==> src/rtl/ascii_dec_parse_if.sv <==
// +--------------------------------------------------------------------+
// | ascii_dec_parse_if                                                 |
// | Character-in / number-out handshake bundle for ascii_dec_parse.    |
// | Revision: 1.0                                                      |
// +--------------------------------------------------------------------+
`default_nettype none

interface ascii_dec_parse_if #(
  parameter int WIDTH = 16
);
  logic             in_valid;
  logic [7:0]       in_char;
  logic             in_ready;
  logic             out_valid;
  logic             out_ready;
  logic [WIDTH-1:0] out_value;
  logic             out_overflow;

  // master: character producer and number consumer
  modport master (
    output in_valid,
    output in_char,
    input  in_ready,
    input  out_valid,
    output out_ready,
    input  out_value,
    input  out_overflow
  );

  // slave: the parser itself
  modport slave (
    input  in_valid,
    input  in_char,
    output in_ready,
    output out_valid,
    input  out_ready,
    output out_value,
    output out_overflow
  );
endinterface

`default_nettype wire

==> src/rtl/ascii_dec_parse.sv <==
// +--------------------------------------------------------------------+
// | ascii_dec_parse                                                    |
// | Accumulates a run of ASCII decimal digits into a saturating        |
// | unsigned integer, emitted on a valid/ready port at the terminator. |
// | Revision: 1.0                                                      |
// +--------------------------------------------------------------------+
`default_nettype none

module ascii_dec_parse #(
  parameter int WIDTH = 16
) (
  input  wire logic          clk,
  input  wire logic          rst,
  ascii_dec_parse_if.slave   bus
);

  typedef enum logic [1:0] {
    S_IDLE  = 2'd0,
    S_ACCUM = 2'd1,
    S_EMIT  = 2'd2
  } state_t;

  state_t             r_state;
  logic [WIDTH-1:0]   r_acc;
  logic               r_ovf;
  logic [WIDTH-1:0]   r_value;
  logic               r_overflow;

  logic               w_take;
  logic               w_is_digit;
  logic [3:0]         w_digit;
  logic [WIDTH+3:0]   w_acc_ext;
  logic [WIDTH+3:0]   w_mac;
  logic               w_mac_ovf;

  assign w_take     = bus.in_valid && (r_state != S_EMIT);
  assign w_is_digit = (bus.in_char >= 8'h30) && (bus.in_char <= 8'h39);
  assign w_digit    = bus.in_char[3:0];

  // acc*10 + d via shifts; WIDTH+4 bits always holds the unsaturated result
  assign w_acc_ext  = {4'b0000, r_acc};
  assign w_mac      = (w_acc_ext << 3) + (w_acc_ext << 1) + {{WIDTH{1'b0}}, w_digit};
  assign w_mac_ovf  = |w_mac[WIDTH+3:WIDTH];

  always_ff @(posedge clk) begin
    if (rst) begin
      r_state    <= S_IDLE;
      r_acc      <= '0;
      r_ovf      <= 1'b0;
      r_value    <= '0;
      r_overflow <= 1'b0;
    end else begin
      case (r_state)
        S_IDLE: begin
          if (w_take && w_is_digit) begin
            r_acc   <= {{(WIDTH-4){1'b0}}, w_digit};
            r_ovf   <= 1'b0;
            r_state <= S_ACCUM;
          end
        end
        S_ACCUM: begin
          if (w_take) begin
            if (w_is_digit) begin
              if (r_ovf || w_mac_ovf) begin
                r_acc <= '1;
                r_ovf <= 1'b1;
              end else begin
                r_acc <= w_mac[WIDTH-1:0];
              end
            end else begin
              r_value    <= r_acc;
              r_overflow <= r_ovf;
              r_state    <= S_EMIT;
            end
          end
        end
        S_EMIT: begin
          if (bus.out_ready) begin
            r_state <= S_IDLE;
          end
        end
        default: r_state <= S_IDLE;
      endcase
    end
  end

  assign bus.in_ready     = (r_state != S_EMIT);
  assign bus.out_valid    = (r_state == S_EMIT);
  assign bus.out_value    = r_value;
  assign bus.out_overflow = r_overflow;

endmodule

`default_nettype wire

==> src/flat_wrapper.sv <==
// flat-port wrapper written by rule: the top's interface ports become plain ports
module ascii_dec_parse_flat 
#(
  parameter int WIDTH = 16
)
  (clk, rst, bus_in_valid, bus_in_char, bus_in_ready, bus_out_valid, bus_out_ready, bus_out_value, bus_out_overflow);
  ascii_dec_parse_if #(.WIDTH(WIDTH)) bus_i ();
  input  wire logic clk;
  input  wire logic rst;
  input wire logic [$bits(bus_i.in_valid)-1:0] bus_in_valid;
  input wire logic [$bits(bus_i.in_char)-1:0] bus_in_char;
  output wire logic [$bits(bus_i.in_ready)-1:0] bus_in_ready;
  output wire logic [$bits(bus_i.out_valid)-1:0] bus_out_valid;
  input wire logic [$bits(bus_i.out_ready)-1:0] bus_out_ready;
  output wire logic [$bits(bus_i.out_value)-1:0] bus_out_value;
  output wire logic [$bits(bus_i.out_overflow)-1:0] bus_out_overflow;
  assign bus_i.in_valid = bus_in_valid;
  assign bus_i.in_char = bus_in_char;
  assign bus_in_ready = bus_i.in_ready;
  assign bus_out_valid = bus_i.out_valid;
  assign bus_i.out_ready = bus_out_ready;
  assign bus_out_value = bus_i.out_value;
  assign bus_out_overflow = bus_i.out_overflow;
  ascii_dec_parse #(.WIDTH(WIDTH)) u_core (.clk(clk), .rst(rst), .bus(bus_i));
endmodule
==> config.mk <==
export PLATFORM = sky130hd
export DESIGN_NAME = ascii_dec_parse_flat
export DESIGN_NICKNAME = d
export VERILOG_FILES = /design/src/rtl/ascii_dec_parse_if.sv /design/src/rtl/ascii_dec_parse.sv /design/src/flat_wrapper.sv
export SDC_FILE = /design/constraint.sdc
export NUM_CORES = 1
export LEC_CHECK = 0
export BUFFER_PORTS_ARGS = -buffer_cell sky130_fd_sc_hd__buf_4
export CORE_MARGIN = 2
export CORE_UTILIZATION = 60
export CTS_BUF_LIST = sky130_fd_sc_hd__clkbuf_16
export DETAILED_ROUTE_END_ITERATION = 10
export PLACE_DENSITY = 0.93
export SYNTH_ARGS = -nofsm -noshare
export SYNTH_HDL_FRONTEND = slang
export SYNTH_SLANG_ARGS = --single-unit
==> constraint.sdc <==
create_clock -name clk -period 9.7 [get_ports clk]
set_clock_uncertainty 0.15 [all_clocks]
set_input_delay 0.97 -clock clk [delete_from_list [all_inputs] [get_ports clk]]
set_output_delay 0.97 -clock clk [all_outputs]
set_load 0.005 [all_outputs]
---- Yosys cells after proc, flatten, opt, wreduce, memory -nomap -nowiden ----
Cells that the tools add are included.
storage, ports and cells
  flip-flop bits (word level) ............. 36
  input bits .............................. 12
  output and inout port bits .............. 19
  logic and storage cells ................. 45
operators by class
  add/sub/neg operators ................... 2
  magnitude comparators ................... 2
  equal/unequal tests ..................... 9
  mux-type cells .......................... 15
  bitwise operators ....................... 1
  reductions and logical operators ........ 11
operator list
  kind                                                                                 count
  16-bit two-way mux                                                                   4
  16-bit one-hot mux with 2 select lines                                               1
  19-bit by 17-bit adder with 20-bit output                                            1
  20-bit by 4-bit adder with 20-bit output                                             1
  2-bit by 1-bit != test with 1-bit output, second input constant                      5
  8-bit by 6-bit greater-or-equal comparator with 1-bit output, second input constant  1
  8-bit by 6-bit <= comparator with 1-bit output, second input constant                1
  2-bit two-way mux                                                                    4
  4-bit AND reduction                                                                  2
  2-bit one-hot mux with 3 select lines                                                1
  5-bit AND reduction                                                                  1
  1-bit two-way mux                                                                    4
  2-bit != test, second input constant                                                 2
  4-bit OR reduction                                                                   1
  1-bit logical AND                                                                    3
  3-bit AND reduction                                                                  1
  2-bit by 1-bit == test with 1-bit output, second input constant                      1
  2-bit == test, second input constant                                                 1
  2-bit zero test                                                                      1
  1-bit one-hot mux with 2 select lines                                                1
  2-bit nonzero test                                                                   1
  1-bit logical OR                                                                     1
  1-bit inverter                                                                       1

---- Longest topological paths before layout ----
Gate-level depths: netlist (run 1).
  depth in word-level cells ............... 8
  mapped depth ............................ 12
  gate-level depth less buffers ........... 11

---- Worst setup path after synthesis (run 1) ----
OpenSTA, ideal clock, no wires.
  kind .................................... input -> register
  from .................................... input port bus_in_char[3]
  to ...................................... register u_core.r_acc[12]
  setup time .............................. 0.132 ns
  arrival time ............................ 3.676 ns
  required time ........................... 9.418 ns
  path slack .............................. 5.742 ns
  stages .................................. 10
  cells stage by stage .................... fa_1 ha_1 a211o_1 a2111oi_4 nor3_2 o32ai_1 a31oi_1 nor4b_4 buf_6 o211ai_1
on the way
  longest elaborated chain between the ends .. 7
  elaborated cells between the ends (all ways) .. 14
  those cells by class .................... 1 x add/sub; 2 x order compare; 2 x eq/ne; 4 x mux; 5 x reduce/logical
ends and longest elaborated chain
  element                                   line                   text
  from (decl)                               flat_wrapper.sv:11     input wire logic [$bits(bus_i.in_char)-1:0] bus_in_char;
  20-bit by 4-bit adder with 20-bit output  ascii_dec_parse.sv:42  assign w_mac = (w_acc_ext << 3) + (w_acc_ext << 1) + {{WIDTH{1'b0}}, w_digit};
  4-bit OR reduction                        ascii_dec_parse.sv:43  assign w_mac_ovf = |w_mac[WIDTH+3:WIDTH];
  1-bit logical OR                          ascii_dec_parse.sv:64  if (r_ovf || w_mac_ovf) begin
  16-bit two-way mux                        ascii_dec_parse.sv:64
  16-bit two-way mux                        ascii_dec_parse.sv:63  if (w_is_digit) begin
  16-bit two-way mux                        ascii_dec_parse.sv:62  if (w_take) begin
  16-bit one-hot mux with 2 select lines    ascii_dec_parse.sv:53  case (r_state)
  to (signal assigned)                      ascii_dec_parse.sv:56  r_acc <= {{(WIDTH-4){1'b0}}, w_digit};
  to (signal assigned)                      ascii_dec_parse.sv:68  r_acc <= w_mac[WIDTH-1:0];
  to (decl)                                 ascii_dec_parse.sv:24  logic [WIDTH-1:0] r_acc;
Several ways; a longest one is shown, not always the timed one. The select of a mux whose other input is x is not followed.
A chain may end at the register's enable or synchronous reset.

---- Final worst setup path (run 1) ----
  from .................................... input port bus_in_char[3]
  to ...................................... register u_core.r_acc[10]
The elaborated chain is that of the path after synthesis.

==> impl_results.html, run 1 <==
<table>
<tr><th>Metric</th><th>Value</th></tr>
<tr><th colspan="2">Status</th></tr>
<tr><td>Outcome</td><td>finished clean</td></tr>
<tr><th colspan="2">Floorplan</th></tr>
<tr><td>Initial core utilization</td><td>62.1%</td></tr>
<tr><td>IO Count</td><td>31</td></tr>
<tr><td>Width of the die</td><td>68.3 µm</td></tr>
<tr><td>Die extent in y</td><td>68.3 µm</td></tr>
<tr><td>Core area</td><td>0.00400 mm²</td></tr>
<tr><td>Die footprint</td><td>0.00467 mm²</td></tr>
<tr><td>Rows</td><td>23</td></tr>
<tr><th colspan="2">GRT</th></tr>
<tr><td>Global-route wire length before repair</td><td>9.60 mm</td></tr>
<tr><td>Via count of the first global-routing pass</td><td>2,134</td></tr>
<tr><td>Maximum number of pins on one net before global-route repair</td><td>34</td></tr>
<tr><td>GRT met1 Usage</td><td>33.1%</td></tr>
<tr><td>Overall fraction of global-route tracks in use</td><td>28.0%</td></tr>
<tr><td>Global Route met2 Usage</td><td>47.3%</td></tr>
<tr><td>Antenna violations before repair</td><td>0</td></tr>
<tr><td>Busiest metal layer after global routing</td><td>met2</td></tr>
<tr><td>Total grt overflow</td><td>0</td></tr>
<tr><td>GR Util met3</td><td>6.58%</td></tr>
<tr><th colspan="2">STA</th></tr>
<tr><td>Post-route fraction of the period consumed by the critical path</td><td>44.9%</td></tr>
<tr><td>Max Fclk</td><td>230 MHz</td></tr>
<tr><td>Worst slew pin tran</td><td>1.23 ns</td></tr>
<tr><td>Final hold vios</td><td>0</td></tr>
<tr><td>Final Hold Slack</td><td>0.320 ns</td></tr>
<tr><td>Final setup vio count</td><td>0</td></tr>
<tr><td>Slew Viols, Final</td><td>0</td></tr>
<tr><td>Crit path setup slack, layout</td><td>5.35 ns</td></tr>
<tr><td>Unrepaired setup endpoints after global routing</td><td>no</td></tr>
<tr><td>Final critical delay including setup and external delays</td><td>4.35 ns</td></tr>
<tr><td>Max_slew headroom</td><td>18.0%</td></tr>
<tr><td>Total negative setup slack</td><td>0 ns</td></tr>
<tr><th colspan="2">Synth</th></tr>
<tr><td>Count of synthesis-stage warnings from yosys</td><td>0</td></tr>
<tr><td>Most common flop cell mapped by yosys</td><td>sky130_fd_sc_hd__dfxtp_1</td></tr>
<tr><td>Number of instances in the synthesized netlist</td><td>282</td></tr>
<tr><td>Proportion of register bits with asynchronous set or reset after synthesis</td><td>0%</td></tr>
<tr><td>Post-synthesis cell area</td><td>0.00248 mm²</td></tr>
<tr><td>Mapped Avg Cell Area</td><td>8.80 µm²</td></tr>
<tr><td>Sequential area share after synthesis</td><td>29.0%</td></tr>
<tr><td>EDFF count, synth</td><td>0</td></tr>
<tr><td>Synth unique cells</td><td>47</td></tr>
<tr><td>Post-synthesis sequential element count</td><td>36</td></tr>
<tr><td>Synthesized Nets</td><td>327</td></tr>
<tr><th colspan="2">Finish</th></tr>
<tr><td>N_diodes</td><td>0</td></tr>
<tr><td>Layout-stage area growth over the synthesis result</td><td>15.0%</td></tr>
<tr><td>Register area</td><td>721 µm²</td></tr>
<tr><td>NumNets Final</td><td>353</td></tr>
<tr><td>Final design area excluding fillers</td><td>0.00286 mm²</td></tr>
<tr><td>Layout cell share with drive strength beyond 1</td><td>14.0%</td></tr>
<tr><td>Multi-input logic area</td><td>0.00167 mm²</td></tr>
<tr><td>Top library cells by usage in the layout, fill and taps aside</td><td>sky130_fd_sc_hd__dfxtp_1, sky130_fd_sc_hd__nor2_1, sky130_fd_sc_hd__ha_1</td></tr>
<tr><td>Core Util, Final</td><td>71.4%</td></tr>
<tr><td>Most common cell after layout, fill and taps aside</td><td>sky130_fd_sc_hd__dfxtp_1</td></tr>
<tr><td>Fill cells</td><td>312</td></tr>
<tr><th colspan="2">Placement</th></tr>
<tr><td>Setup Slack @ Placement</td><td>5.08 ns</td></tr>
<tr><td>Placed inst area</td><td>0.00272 mm²</td></tr>
<tr><td>DP HPWL</td><td>4.31 mm</td></tr>
<tr><td>IO Port Bufs</td><td>30</td></tr>
<tr><td>Final Wtd Congestion</td><td>1.02</td></tr>
<tr><th colspan="2">CTS</th></tr>
<tr><td>Clk sink count</td><td>36</td></tr>
<tr><td>Clock-pin transition on the worst setup and hold timing paths</td><td>0.05 ns</td></tr>
<tr><td>Clock tree from TritonCTS</td><td>built</td></tr>
<tr><td>Number of buffers inserted during clock tree synthesis</td><td>5</td></tr>
<tr><td>CTS root buffer</td><td>sky130_fd_sc_hd__clkbuf_16</td></tr>
<tr><td>Hold_buf cts</td><td>0</td></tr>
<tr><td># resized after CTS</td><td>0</td></tr>
<tr><td>Maximum clock insertion buffer count</td><td>2</td></tr>
<tr><td>Maximum level of the CTS H-tree</td><td>2</td></tr>
<tr><td>Buffer count from post-CTS setup fixing</td><td>0</td></tr>
<tr><td>Clock latency reported for the late side of the worst-skew pair</td><td>0.28 ns</td></tr>
<tr><th colspan="2">Critical path</th></tr>
<tr><td>CP max-delay cell</td><td>sky130_fd_sc_hd__nor4b_4</td></tr>
<tr><td>CP Max Fanout</td><td>17</td></tr>
<tr><td>Delay contributed by the slowest stage of the critical path</td><td>0.86 ns</td></tr>
<tr><td>Crit path capture type</td><td>register</td></tr>
<tr><td>Data required time at the worst endpoint</td><td>9.67 ns</td></tr>
<tr><td>Type of origin of the critical path</td><td>input pin</td></tr>
<tr><td>Largest delay share family, worst path</td><td>compound AO/OA/AOI/OAI gates</td></tr>
<tr><td>Number of cells traversed by the worst register-to-register path</td><td>9</td></tr>
<tr><td>Worst-path cell chain</td><td>buf_4 -&gt; fa_1 -&gt; ha_1 -&gt; a211o_1 -&gt; a2111oi_4 -&gt; nor3_2 -&gt; o32ai_1 -&gt; a31oi_1 -&gt; nor4b_4 -&gt; a221oi_1</td></tr>
<tr><td>Buffers &amp; Inverters on Critical Path</td><td>1</td></tr>
<tr><td>Type of the worst setup path</td><td>in -&gt; reg</td></tr>
<tr><td>Crit path depth</td><td>10</td></tr>
<tr><td>Data arrival time of the worst path</td><td>4.32 ns</td></tr>
<tr><th colspan="2">Route</th></tr>
<tr><td>DRC violation count after routing</td><td>0</td></tr>
<tr><td>Drt wl/cell</td><td>16.5 µm</td></tr>
<tr><td>Total wire length after detailed routing</td><td>5.90 mm</td></tr>
<tr><td>DRC violation total after the first TritonRoute iteration</td><td>127</td></tr>
<tr><td>First-pass detailed-route iteration total</td><td>4</td></tr>
<tr><td>Detail-routed via count per cell</td><td>6.25</td></tr>
<tr><td>Via count</td><td>2,237</td></tr>
<tr><td>Number of nets with antenna violations after detailed routing</td><td>0</td></tr>
<tr><th colspan="2">Worst hold path</th></tr>
<tr><td>Kind of path behind the tightest hold check</td><td>reg -&gt; reg</td></tr>
<tr><td>Number of cells on the worst hold path</td><td>1</td></tr>
<tr><th colspan="2">Power</th></tr>
<tr><td>Cell Pwr Density</td><td>109 mW/mm²</td></tr>
<tr><td>Leakage power summed over all cells</td><td>0.00127 µW</td></tr>
<tr><td>Largest vdd supply drop</td><td>0.0855 mV</td></tr>
<tr><th colspan="2">Job</th></tr>
<tr><td>Maximum Capacitance Violations</td><td>0</td></tr>
</table>
[registers in the layout, summed over array words and instances, names as in the netlist]
register,cells
u_core.r_ovf,1
u_core.bus.out_value,16
u_core.bus.out_overflow,1
u_core.r_acc,16
u_core.r_state,2
[per-layer routing]
layer | up-vias | wire [µm]
li1 | 1087 | -
met1 | 1054 | 2510
met2 | 75 | 2840
met3 | 21 | 352
met4 | 0 | 199
met5 | - | 0
[report_power, final]
group          total, µW  switching [µW]  internal, µW
combinational       12.4            6.88          5.54
sequential           149           0.437           148
clock                151            59.4          91.8
[area by class of cell]
class | count | share of cell area, %
clock buffers | 5 | 4.38
clock inverters | 2 | 0.263
inverters | 11 | 1.45
multi-input cells | 224 | 58.6
flip-flops and latches | 36 | 25.2
well taps | 50 | 2.19
repair buffers | 30 | 7.89
[cells in the mapped netlist, types with 3 or more instances]
library cell	count	area, µm²
sky130_fd_sc_hd__a31o_2	3	26.3
sky130_fd_sc_hd__clkbuf_1	9	33.8
sky130_fd_sc_hd__a21o_1	4	30.0
sky130_fd_sc_hd__nand2_1	16	60.1
sky130_fd_sc_hd__o21ai_0	12	60.1
sky130_fd_sc_hd__and3_1	3	18.8
sky130_fd_sc_hd__mux2i_1	20	200
sky130_fd_sc_hd__or3_1	3	18.8
sky130_fd_sc_hd__nor3_1	4	20.0
sky130_fd_sc_hd__xnor2_1	9	78.8
sky130_fd_sc_hd__xor2_1	4	35.0
sky130_fd_sc_hd__dfxtp_1	36	721
sky130_fd_sc_hd__a31oi_1	3	18.8
sky130_fd_sc_hd__a211oi_1	4	30.0
sky130_fd_sc_hd__ha_1	31	388
sky130_fd_sc_hd__a221oi_1	6	52.6
sky130_fd_sc_hd__nor2_1	36	135
sky130_fd_sc_hd__a21oi_1	22	110
sky130_fd_sc_hd__o21a_1	3	22.5
sky130_fd_sc_hd__a22oi_1	5	37.5
sky130_fd_sc_hd__inv_1	11	41.3
[logic make-up (layout without fill, tap and decap cells)]
family | count (synthesis) | after routing | share of synthesized area [%]
buffers and inverters | 22 | 48 | 3.68
adders and majority gates | 33 | 33 | 17.2
and+or+nand+nor | 77 | 77 | 15.0
DFF | 36 | 36 | 29.0
AOI/OAI and AO/OA | 81 | 81 | 22.4
muxes | 20 | 20 | 8.06
xor gates and xnor gates | 13 | 13 | 4.59
[final timing paths]
kind	startpoint	end	slack, ns
setup / recovery	bus_in_char[3]	u_core.r_acc[10]	5.35
hold / removal	u_core.r_state[1]	u_core.r_state[0]	0.32
setup reg to reg	u_core.r_acc[0]	u_core.r_acc[10]	5.78
hold reg to reg	u_core.r_state[1]	u_core.r_state[0]	0.32
[stage by stage]
stage	power, µW	std cells
global placement	164	351
floorplan	158	282
global route	321	358
CTS	313	358
finish	312	358
detailed placement	164	351
Note: power is estimated with default switching activity, not from simulation.
==> run 2, diff against run 1 <==
- ABC_AREA: unset -> 1
- CORE_UTILIZATION: 60 -> 59
- PLACE_DENSITY: 0.93 -> 0.91
- clock period: 9.7 -> 4.3 ns (I/O delays scaled with it)
==> run 2 against run 1 <==
  * Total power rose by 120%
  * Utilization fell by 3.1 points
  * Sequential power rose by 130%
  * Non-clock buffer count did not move
  * Cell count rose by 40%
  * Clock power rose by 120%
  * Critical endpoint is now u_core.r_acc[2]
==> impl_results.html, run 2 <==
<table>
<tr><th>Metric</th><th>Value</th></tr>
<tr><th colspan="2">Status</th></tr>
<tr><td>Outcome</td><td>finished clean</td></tr>
<tr><th colspan="2">Finish</th></tr>
<tr><td>Register area</td><td>721 µm² (unchanged)</td></tr>
<tr><td>Fill cells</td><td>391 (+25%)</td></tr>
<tr><td>Top library cells by usage in the layout, fill and taps aside</td><td>sky130_fd_sc_hd__nand2_1, sky130_fd_sc_hd__inv_1, sky130_fd_sc_hd__a21oi_1</td></tr>
<tr><td>Layout-stage area growth over the synthesis result</td><td>12.8%</td></tr>
<tr><td>NumNets Final</td><td>491 (+39%)</td></tr>
<tr><td>N_diodes</td><td>0 (unchanged)</td></tr>
<tr><td>Most common cell after layout, fill and taps aside</td><td>sky130_fd_sc_hd__nand2_1</td></tr>
<tr><td>Layout cell share with drive strength beyond 1</td><td>17.7% (+3.8 points)</td></tr>
<tr><td>Multi-input logic area</td><td>0.00182 mm² (+8.9%)</td></tr>
<tr><th colspan="2">Power</th></tr>
<tr><td>Cell Pwr Density</td><td>220 mW/mm² (+100%)</td></tr>
<tr><td>Share of power burned in registers</td><td>48.0% (+0.4 points)</td></tr>
<tr><td>Clock share of power</td><td>47.6% (-0.8 points)</td></tr>
<tr><td>NetSw</td><td>145 µW (+120%)</td></tr>
<tr><td>Power consumption</td><td>700 µW (+120%)</td></tr>
<tr><td>Share of power burned in combinational logic</td><td>4.4% (+0.4 points)</td></tr>
<tr><td>Largest vdd supply drop</td><td>0.306 mV (+260%)</td></tr>
<tr><td>Internal</td><td>555 µW (+130%)</td></tr>
<tr><td>Switching portion of total power</td><td>20.8% (-0.59 points)</td></tr>
<tr><td>Leakage power summed over all cells</td><td>0.00172 µW (+35%)</td></tr>
<tr><th colspan="2">CTS</th></tr>
<tr><td>Clock-pin transition on the worst setup and hold timing paths</td><td>0.05 ns (about the same)</td></tr>
<tr><td>CTS root buffer</td><td>sky130_fd_sc_hd__clkbuf_16</td></tr>
<tr><td>Clock tree from TritonCTS</td><td>built</td></tr>
<tr><td>Maximum level of the CTS H-tree</td><td>2 (unchanged)</td></tr>
<tr><td>Buffer count from post-CTS setup fixing</td><td>0 (unchanged)</td></tr>
<tr><td>Clock latency reported for the late side of the worst-skew pair</td><td>0.28 ns (about the same)</td></tr>
<tr><td>Number of buffers inserted during clock tree synthesis</td><td>5 (unchanged)</td></tr>
<tr><td># resized after CTS</td><td>0 (unchanged)</td></tr>
<tr><td>Hold_buf cts</td><td>0 (unchanged)</td></tr>
<tr><td>Clk sink count</td><td>36 (unchanged)</td></tr>
<tr><td>Maximum clock insertion buffer count</td><td>2 (unchanged)</td></tr>
<tr><th colspan="2">Synth</th></tr>
<tr><td>EDFF count, synth</td><td>0 (unchanged)</td></tr>
<tr><td>Most used standard cell by instance count after synthesis</td><td>sky130_fd_sc_hd__nand2_1</td></tr>
<tr><td>Most common flop cell mapped by yosys</td><td>sky130_fd_sc_hd__dfxtp_1</td></tr>
<tr><td>Sequential area share after synthesis</td><td>25.5% (-3.5 points)</td></tr>
<tr><td>Count of synthesis-stage warnings from yosys</td><td>0 (unchanged)</td></tr>
<tr><td>Mapped Avg Cell Area</td><td>6.72 µm² (-24%)</td></tr>
<tr><td>Synthesized Nets</td><td>465 (+42%)</td></tr>
<tr><td>Portion of synthesized cell area occupied by the leading cell type</td><td>25.5% (-3.5 points)</td></tr>
<tr><td>Post-synthesis sequential element count</td><td>36 (unchanged)</td></tr>
<tr><td>Synth unique cells</td><td>27 (-43%)</td></tr>
<tr><td>Post-synthesis cell area</td><td>0.00282 mm² (+14%)</td></tr>
<tr><td>Most numerous cell types in the synthesized netlist</td><td>sky130_fd_sc_hd__nand2_1, sky130_fd_sc_hd__inv_1, sky130_fd_sc_hd__a21oi_1</td></tr>
<tr><td>Synth area leader</td><td>sky130_fd_sc_hd__dfxtp_1</td></tr>
<tr><td>Proportion of register bits with asynchronous set or reset after synthesis</td><td>0% (unchanged)</td></tr>
<tr><td>Top cells by area in the synthesized netlist</td><td>sky130_fd_sc_hd__dfxtp_1, sky130_fd_sc_hd__nand2_1, sky130_fd_sc_hd__ha_1</td></tr>
<tr><td>Number of instances in the synthesized netlist</td><td>420 (+49%)</td></tr>
<tr><th colspan="2">STA</th></tr>
<tr><td>Slew Viols, Final</td><td>0 (unchanged)</td></tr>
<tr><td>Unrepaired setup endpoints after global routing</td><td>no</td></tr>
<tr><td>Final critical delay including setup and external delays</td><td>2.98 ns</td></tr>
<tr><td>Final hold vios</td><td>0 (unchanged)</td></tr>
<tr><td>Max Fclk</td><td>336 MHz</td></tr>
<tr><td>Crit path setup slack, layout</td><td>1.32 ns (-4.03 ns)</td></tr>
<tr><td>Total negative setup slack</td><td>0 ns (unchanged)</td></tr>
<tr><td>Post-route fraction of the period consumed by the critical path</td><td>69.3%</td></tr>
<tr><td>Final Hold Slack</td><td>0.275 ns (-0.0451 ns)</td></tr>
<tr><td>Final setup vio count</td><td>0 (unchanged)</td></tr>
<tr><td>Worst slew pin tran</td><td>0.740 ns (-0.489 ns)</td></tr>
<tr><td>Max_slew headroom</td><td>50.5% (+32 points)</td></tr>
<tr><th colspan="2">GRT</th></tr>
<tr><td>Maximum number of pins on one net before global-route repair</td><td>32 (-5.9%)</td></tr>
<tr><td>Via count of the first global-routing pass</td><td>2,451 (+15%)</td></tr>
<tr><td>Global-route wire length before repair</td><td>10.6 mm (+10%)</td></tr>
<tr><td>Overall fraction of global-route tracks in use</td><td>25.3% (-2.7 points)</td></tr>
<tr><td>Antenna violations before repair</td><td>0 (unchanged)</td></tr>
<tr><td>Total grt overflow</td><td>0 (unchanged)</td></tr>
<tr><th colspan="2">Placement</th></tr>
<tr><td>IO Port Bufs</td><td>30 (unchanged)</td></tr>
<tr><td>Final Wtd Congestion</td><td>0.985 (-3.6%)</td></tr>
<tr><td>Setup Slack @ Placement</td><td>1.11 ns (-3.97 ns)</td></tr>
<tr><td>DP HPWL</td><td>4.83 mm (+12%)</td></tr>
<tr><th colspan="2">Critical path</th></tr>
<tr><td>Crit path top cell by count</td><td>sky130_fd_sc_hd__nand2_1</td></tr>
<tr><td>Setup slack, reg-to-reg</td><td>1.32 ns (-4.46 ns)</td></tr>
<tr><td>Largest delay share family, worst path</td><td>simple AND/OR/NAND/NOR gates</td></tr>
<tr><td>Worst-path cell chain</td><td>fa_1 -&gt; inv_1 -&gt; fa_1 -&gt; inv_1 -&gt; nand2_1 -&gt; nand2_2 -&gt; nand3_1 -&gt; nand2_1 -&gt; nand2_1 -&gt; nand3_1 -&gt; nand2_2 -&gt; nor2_4 -&gt; nand3_1 -&gt; inv_1 -&gt; nand2_1 -&gt; nand2_1 -&gt; inv_1</td></tr>
<tr><td>Data required time at the worst endpoint</td><td>4.33 ns (-5.34 ns)</td></tr>
<tr><td>CP Max Fanout</td><td>14 (-3)</td></tr>
<tr><td>Type of origin of the critical path</td><td>register</td></tr>
<tr><td>Number of cells traversed by the worst register-to-register path</td><td>17 (+8)</td></tr>
<tr><td>Crit path capture type</td><td>register</td></tr>
<tr><td>Data arrival time of the worst path</td><td>3.01 ns (-1.31 ns)</td></tr>
<tr><td>Buffers &amp; Inverters on Critical Path</td><td>4 (+3)</td></tr>
<tr><td>Launch point of the worst reg-to-reg path</td><td>u_core.r_acc[2]</td></tr>
<tr><td>Type of the worst setup path</td><td>reg -&gt; reg</td></tr>
<tr><td>CP max-delay cell</td><td>sky130_fd_sc_hd__fa_1</td></tr>
<tr><td>Delay contributed by the slowest stage of the critical path</td><td>0.53 ns (-0.33 ns)</td></tr>
<tr><td>R2r endpoint</td><td>u_core.r_acc[2]</td></tr>
<tr><th colspan="2">Route</th></tr>
<tr><td>First-pass detailed-route iteration total</td><td>6 (+2)</td></tr>
<tr><td>Via count</td><td>2,663 (+19%)</td></tr>
<tr><td>DRC violation total after the first TritonRoute iteration</td><td>164 (+29%)</td></tr>
<tr><td>Drt wl/cell</td><td>12.6 µm (-24%)</td></tr>
<tr><td>Detail-routed via count per cell</td><td>5.33 (-15%)</td></tr>
<tr><td>Number of nets with antenna violations after detailed routing</td><td>0 (unchanged)</td></tr>
<tr><td>Total wire length after detailed routing</td><td>6.30 mm (+6.7%)</td></tr>
<tr><td>DRC violation count after routing</td><td>0 (unchanged)</td></tr>
<tr><th colspan="2">Floorplan</th></tr>
<tr><td>Rows</td><td>25 (+8.7%)</td></tr>
<tr><td>IO Count</td><td>31 (unchanged)</td></tr>
<tr><td>Width of the die</td><td>73.2 µm (+7.1%)</td></tr>
<tr><td>Die footprint</td><td>0.00535 mm² (+15%)</td></tr>
<tr><td>Die extent in y</td><td>73.2 µm (+7.1%)</td></tr>
<tr><td>Core area</td><td>0.00466 mm² (+17%)</td></tr>
<tr><td>Initial core utilization</td><td>60.6% (-1.5 points)</td></tr>
<tr><th colspan="2">Worst hold path</th></tr>
<tr><td>Hold endpoint</td><td>u_core.r_acc[0]</td></tr>
<tr><td>Kind of path behind the tightest hold check</td><td>in -&gt; reg</td></tr>
<tr><td>Number of cells on the worst hold path</td><td>3 (+2)</td></tr>
<tr><td>Startpoint of the tightest hold check path</td><td>bus_in_char[0]</td></tr>
<tr><th colspan="2">Job</th></tr>
<tr><td>Maximum Capacitance Violations</td><td>0 (unchanged)</td></tr>
</table>
==> run 2: changes by cell type in the layout (fill, tap and decap cells not counted), moves of 19 or more <==
cell | before | now
sky130_fd_sc_hd__mux2i_1 | 20 | 0
sky130_fd_sc_hd__nand3_1 | 2 | 37
sky130_fd_sc_hd__inv_1 | 11 | 53
sky130_fd_sc_hd__nand2_1 | 16 | 125
sky130_fd_sc_hd__a21oi_1 | 22 | 41
==> run 2: through the flow <==
| stage | instances | area (µm²) | util, % |
|---|---|---|---|
| 2_1_floorplan | 420 | 2820 | - |
| 3_3_place_gp | 493 | 3050 | 65.4 |
| 3_5_place_dp | 493 | 3050 | 65.4 |
| 4_1_cts | 500 | 3180 | 68.3 |
| 5_1_grt | 500 | 3180 | 68.3 |
| 6_report | 500 | 3180 | 68.3 |
==> run 2: final cells by class <==
cell class / count / share of cell area (%)
timing repair buffer: 30 / 7.08
clock inverter: 2 / 0.275
tap: 54 / 2.12
sequential: 36 / 22.6
clock buffer: 5 / 3.93
multi-input combinational: 316 / 57.2
inverter: 57 / 6.72
==> run 2: cell families after synthesis <==
kind of cell / Yosys count / share of synthesized area [%]
AO/OA/AOI/OAI: 57 / 10.9
XOR/XNOR: 9 / 2.79
adder cells (fa/ha/maj): 33 / 15.2
buffers and inverters: 68 / 9.93
flip-flops: 36 / 25.5
AND/OR/NAND/NOR: 217 / 35.7
==> run 2: per-layer routing <==
layer	vias up	global-route usage [%]	share of wire (%)
met1	1196	30.5	43
met4	0	5.14	1.2
met2	51	45.5	51
met5	-	0	0
li1	1405	-	-
met3	11	5.80	4.4
==> run 2: worst reg2reg max path, cell delays in order (launching register included) <==
cell                      delay [ns]
sky130_fd_sc_hd__dfxtp_1        0.37
sky130_fd_sc_hd__fa_1           0.53
sky130_fd_sc_hd__inv_1          0.06
sky130_fd_sc_hd__fa_1           0.44
sky130_fd_sc_hd__inv_1          0.07
sky130_fd_sc_hd__nand2_1        0.06
sky130_fd_sc_hd__nand2_2        0.08
sky130_fd_sc_hd__nand3_1        0.06
sky130_fd_sc_hd__nand2_1        0.11
sky130_fd_sc_hd__nand2_1        0.09
sky130_fd_sc_hd__nand3_1        0.10
sky130_fd_sc_hd__nand2_2        0.07
sky130_fd_sc_hd__nor2_4         0.29
sky130_fd_sc_hd__nand3_1        0.15
sky130_fd_sc_hd__inv_1          0.10
sky130_fd_sc_hd__nand2_1        0.06
sky130_fd_sc_hd__nand2_1        0.06
sky130_fd_sc_hd__inv_1          0.03
==> run 2: power by group through the flow <==
| stage | logic, µW | clock network, µW | registers (µW) |
|---|---|---|---|
| finish | 30.9 | 333 | 336 |
| global placement | 29.9 | 0 | 343 |
| floorplan | 18.6 | 0 | 342 |
| CTS | 30.8 | 333 | 336 |
| global route | 34.8 | 354 | 336 |
| detailed placement | 30.7 | 0 | 343 |
==> run 2: how the worst max path moves through the flow <==
stage,slack (ns),start,to,cells past startpoint
2_1_floorplan,1.54,bus_in_char[3],u_core.r_acc[10],16
3_3_place_gp,1.18,bus_in_char[3],u_core.r_acc[2],18
3_5_place_dp,1.11,bus_in_char[3],u_core.r_acc[2],18
4_1_cts,1.33,u_core.r_acc[0],u_core.r_acc[2],17
5_1_grt,1.04,u_core.r_acc[0],u_core.r_acc[2],17
6_report,1.32,u_core.r_acc[2],u_core.r_acc[2],17
